## src/rtl/id_ex_reg.sv

```systemverilog
// ID/EX pipeline register with load-use hazard detection and bubble insertion.
// Optional bubble counter on StallCount is built only when STALL_COUNTER_EN is defined.
module id_ex_reg (
  input  logic        clk,
  input  logic        rst,
  input  logic        Hold,
  input  logic        Flush,
  input  logic        RegWrite_id,
  input  logic        MemRead_id,
  input  logic        MemWrite_id,
  input  logic        MemToReg_id,
  input  logic        RegDst_id,
  input  logic        ALUSrcA_id,
  input  logic        ALUSrcB_id,
  input  logic [4:0]  ALUCode_id,
  input  logic [31:0] Imm_id,
  input  logic [31:0] Sa_id,
  input  logic [4:0]  RsAddr_id,
  input  logic [4:0]  RtAddr_id,
  input  logic [4:0]  RdAddr_id,
  input  logic [31:0] RsData_id,
  input  logic [31:0] RtData_id,
  output logic        RegWrite_ex,
  output logic        MemRead_ex,
  output logic        MemWrite_ex,
  output logic        MemToReg_ex,
  output logic        RegDst_ex,
  output logic        ALUSrcA_ex,
  output logic        ALUSrcB_ex,
  output logic [4:0]  ALUCode_ex,
  output logic [31:0] Imm_ex,
  output logic [31:0] Sa_ex,
  output logic [4:0]  RsAddr_ex,
  output logic [4:0]  RtAddr_ex,
  output logic [4:0]  RdAddr_ex,
  output logic [31:0] RsData_ex,
  output logic [31:0] RtData_ex,
  output logic        Stall,
  output logic [31:0] StallCount
);

  typedef struct packed {
    logic        reg_write;
    logic        mem_read;
    logic        mem_write;
    logic        mem_to_reg;
    logic        reg_dst;
    logic        alu_src_a;
    logic        alu_src_b;
    logic [4:0]  alu_code;
    logic [31:0] imm;
    logic [31:0] sa;
    logic [4:0]  rs_addr;
    logic [4:0]  rt_addr;
    logic [4:0]  rd_addr;
    logic [31:0] rs_data;
    logic [31:0] rt_data;
  } ex_fields_t;

  ex_fields_t id_fields;
  ex_fields_t ex_d, ex_q;
  logic       stall;

  always_comb begin
    id_fields            = '0;
    id_fields.reg_write  = RegWrite_id;
    id_fields.mem_read   = MemRead_id;
    id_fields.mem_write  = MemWrite_id;
    id_fields.mem_to_reg = MemToReg_id;
    id_fields.reg_dst    = RegDst_id;
    id_fields.alu_src_a  = ALUSrcA_id;
    id_fields.alu_src_b  = ALUSrcB_id;
    id_fields.alu_code   = ALUCode_id;
    id_fields.imm        = Imm_id;
    id_fields.sa         = Sa_id;
    id_fields.rs_addr    = RsAddr_id;
    id_fields.rt_addr    = RtAddr_id;
    id_fields.rd_addr    = RdAddr_id;
    id_fields.rs_data    = RsData_id;
    id_fields.rt_data    = RtData_id;
  end

  // Load in EX whose destination is read by the instruction in ID; $zero never hazards.
  always_comb begin
    stall = 1'b0;
    if (ex_q.mem_read && (ex_q.rt_addr != 5'd0) &&
        ((ex_q.rt_addr == RsAddr_id) || (ex_q.rt_addr == RtAddr_id))) begin
      stall = 1'b1;
    end
  end

  always_comb begin
    ex_d = ex_q;
    if (!Hold) begin
      if (Flush || stall) begin
        ex_d = '0;
      end else begin
        ex_d = id_fields;
      end
    end
  end

  always_ff @(posedge clk) begin
    if (rst) begin
      ex_q <= '0;
    end else begin
      ex_q <= ex_d;
    end
  end

  assign RegWrite_ex = ex_q.reg_write;
  assign MemRead_ex  = ex_q.mem_read;
  assign MemWrite_ex = ex_q.mem_write;
  assign MemToReg_ex = ex_q.mem_to_reg;
  assign RegDst_ex   = ex_q.reg_dst;
  assign ALUSrcA_ex  = ex_q.alu_src_a;
  assign ALUSrcB_ex  = ex_q.alu_src_b;
  assign ALUCode_ex  = ex_q.alu_code;
  assign Imm_ex      = ex_q.imm;
  assign Sa_ex       = ex_q.sa;
  assign RsAddr_ex   = ex_q.rs_addr;
  assign RtAddr_ex   = ex_q.rt_addr;
  assign RdAddr_ex   = ex_q.rd_addr;
  assign RsData_ex   = ex_q.rs_data;
  assign RtData_ex   = ex_q.rt_data;
  assign Stall       = stall;

`ifdef STALL_COUNTER_EN
  logic [31:0] stall_count_d, stall_count_q;

  // Counts only hazard bubbles; a flush-only bubble does not count, a held cycle never does.
  always_comb begin
    stall_count_d = stall_count_q;
    if (!Hold && stall) begin
      stall_count_d = stall_count_q + 32'd1;
    end
  end

  always_ff @(posedge clk) begin
    if (rst) begin
      stall_count_q <= '0;
    end else begin
      stall_count_q <= stall_count_d;
    end
  end

  assign StallCount = stall_count_q;
`else
  assign StallCount = 32'd0;
`endif

endmodule

```

## config.mk

```make
export PLATFORM = sky130hd
export DESIGN_NAME = id_ex_reg
export DESIGN_NICKNAME = d
export VERILOG_FILES = /design/src/rtl/id_ex_reg.sv
export SDC_FILE = /design/constraint.sdc
export NUM_CORES = 1
export LEC_CHECK = 0
export CAP_MARGIN = 20
export CORE_UTILIZATION = 30
export CTS_BUF_LIST = sky130_fd_sc_hd__clkbuf_4
export CTS_CLUSTER_SIZE = 14
export DETAILED_ROUTE_END_ITERATION = 6
export PLACE_DENSITY_LB_ADDON = 0.25
export SYNTH_ARGS = -nofsm -noshare
export SYNTH_HDL_FRONTEND = slang
export SYNTH_SLANG_ARGS = --single-unit
```

## constraint.sdc

```tcl
create_clock -name clk -period 2.2 [get_ports clk]
set_clock_uncertainty 0.05 [all_clocks]
set_input_delay 0.55 -clock clk [delete_from_list [all_inputs] [get_ports clk]]
set_output_delay 0.55 -clock clk [all_outputs]
set_load 0.01 [all_outputs]
```

==> run metrics <==
Power, Total 6.25 mW; post-route ant nets 0; Fill cells 2142; final core utilization 47.4%; Max Clock Freq 0.412 GHz; CP required 1.60 ns; first-pass GRT wire length 32700 um; Reg power frac 50.4%; CP max FO 2; kind of critical path in -> out; most frequent cells in the layout clkdlybuf4s50_1 (304), nand2_1 (157), a32oi_1 (155); RSZ-0062 raised after global routing yes; DRT iter0 DRCs 344; Fin. Hold Viols 0; switching share of power 30.4%; row count 54; Total Routing Usage GR 18.1%; Die X 151 um; sequential area share after synthesis 46.6%; Worst setup EP type output port; Worst R2R Start RtAddr_ex[2]; Final Cycle Share 110%; flops & latches, synth 155; most common cell after layout, fill and taps aside clkdlybuf4s50_1; clk slew on worst S/H paths 0.14 ns; mean post-synth cell area 8.78 um2; deepest clock path buffer count 2; Hold Path Class in -> reg; post-synth cell types 18; final setup fails 1; yosys warns 0; core area 21800 um2; CTS root buf clkbuf_4; number of global-route vias before repair 6052; Tmin final 2.43 ns; fin nets 1204; layout cells sized above 1 8.03%; Starting Density 30.5%; CP arrival 1.83 ns; Slew headroom 64.4%; latest clock arrival within the worst-skew pair 0.52 ns; synth-to-layout area growth 55.5%; Critical Path Start Type input port; Static Leak 3.53 nW; pwr dens 604 nW/um2; multi-input gate area in the final layout 3030 um2; Ports 347; Cells after Synth 758; Synth Cell Area 6660 um2; Post-Route Setup TNS -0.227 ns; number of vias per cell 5.09; vias 6811; failing checks negative setup slack; Comb pwr share 24.0%; status finished, violations left; register-to-register setup slack 0.04 ns; fin. max-slew vios 0; TritonCTS clock tree done; drt first pass iters 5; Max VDD drop 0.308 mV; DPL Wire Length 14600 um; Die ar. 22800 um2; top cell type's share of synthesized area 46.6%; CTS Sinks 155; Max Cap Viol 0; clock power share 25.5%; H-Tree Depth 4; placed cell areas 10000 um2; largest net degree at the start of global routing 89; port bufs 314; Final Wtd Congestion 0.737; ranking of synthesized cells by area dfxtp_1 (47%), a32oi_1 (20%), o21ai_0 (11%); Register Area 3120 um2; clock buffer count from CTS 17; DR DRC count 0; RR Endpoint Imm_ex[1]; post-route setup slack -0.227 ns; switching power 1.90 mW; Routed Wire Length 22100 um; P_int 4.35 mW; R2R depth 7; hold buffer count at cts 0; actual slew at the worst max-slew pin 0.534 ns; worst hold path depth 3; initial antenna violation count 1; design area 10400 um2; average wire per standard cell 16.5 um; total grt overflow 0; Die Ht 151 um; WHS Endpoint RtAddr_ex[0]; Worst Min Path Start RtAddr_id[0]; Yosys top cell by area dfxtp_1
-- per-stage QoR --
step	worst slack, ns	hold WS (ns)	cells
after CTS	-0.268	0.391	1337
after detailed placement	-0.784	0.402	1305
after global routing	-0.340	0.227	1339
after floorplan	0.183	0.454	789
after global placement	-0.783	0.395	1305
final	-0.227	0.291	1339
-- critical path: stages --
cell and delay [ns]:
clkdlybuf4s50_1 0.51, xnor2_1 0.14, nand3_1 0.14, o22ai_4 0.20
nor2b_4 0.16, buf_4 0.13
-- routing by layer --
layer	up-vias	wire [um]	GRT usage [%]	share of wire (%)
met3	9	2320	7.65	10
met2	275	10200	28.3	46
met5	-	0	0	0
li1	3364	-	-	-
met4	0	211	4.45	0.95
met1	3163	9370	22.9	42
-- cells in the mapped netlist --
cell	number
o21ai_0	149
buf_2	3
buf_1	3
clkbuf_1	63
xnor2_1	10
nand2_1	157
o22ai_1	1
buf_6	15
or4_4	1
o21ai_1	6
nor2b_1	2
nand3_1	2
dfxtp_1	155
conb_1	1
a32oi_1	155
o21ai_4	1
buf_4	33
nor3_1	1
-- final cells by class --
class / count / area share, %
clock buffers: 20 / 1.45
diodes: 1 / 0.0242
multi-input cells: 517 / 29.2
flip-flops and latches: 155 / 30.1
repair buffers: 354 / 34.9
clock inverters: 12 / 0.907
well taps: 280 / 3.38
-- worst max path at each step --
stage,from,end,cells past startpoint
6_report,RtAddr_id[4],Stall,6
5_1_grt,RtAddr_ex[2],Stall,5
4_1_cts,RtAddr_id[4],Stall,6
3_5_place_dp,RsAddr_id[1],Stall,6
3_3_place_gp,RsAddr_id[1],Stall,6
2_1_floorplan,RtAddr_ex[4],Stall,5
-- power by group through the flow --
| stage | Combinational (mW) | Sequential (mW) | Clock (mW) |
|---|---|---|---|
| 3_3_place_gp | 1.49 | 3.21 | 0 |
| 2_1_floorplan | 0.506 | 3.31 | 0 |
| 3_5_place_dp | 1.50 | 3.21 | 0 |
| 6_report | 1.50 | 3.15 | 1.60 |
| 4_1_cts | 1.50 | 3.16 | 1.68 |
| 5_1_grt | 1.63 | 3.18 | 1.80 |
-- state kept, by name, summed over array words and instances (netlist names), 5 cells and up --
name	cells
ALUCode_ex	5
Imm_ex	32
RdAddr_ex	5
RsAddr_ex	5
RsData_ex	32
RtAddr_ex	5
RtData_ex	32
Sa_ex	32
-- cell families after synthesis --
| logic type | synth area share (%) |
|---|---|
| other | 0.0563 |
| and+or+nand+nor | 9.43 |
| AOI/OAI and AO/OA | 32.4 |
| xor gates and xnor gates | 1.32 |
| DFF | 46.6 |
| buffers and inverters | 10.2 |
-- timing repair --
item / in CTS / in global routing
setup buffers: 0 / 0
endpoints found under the setup margin: 13 / 131
pin swaps: 1 / 1
resized for setup: 22 / 6
cloned: 0 / 1
(Power assumes the default switching activity.)
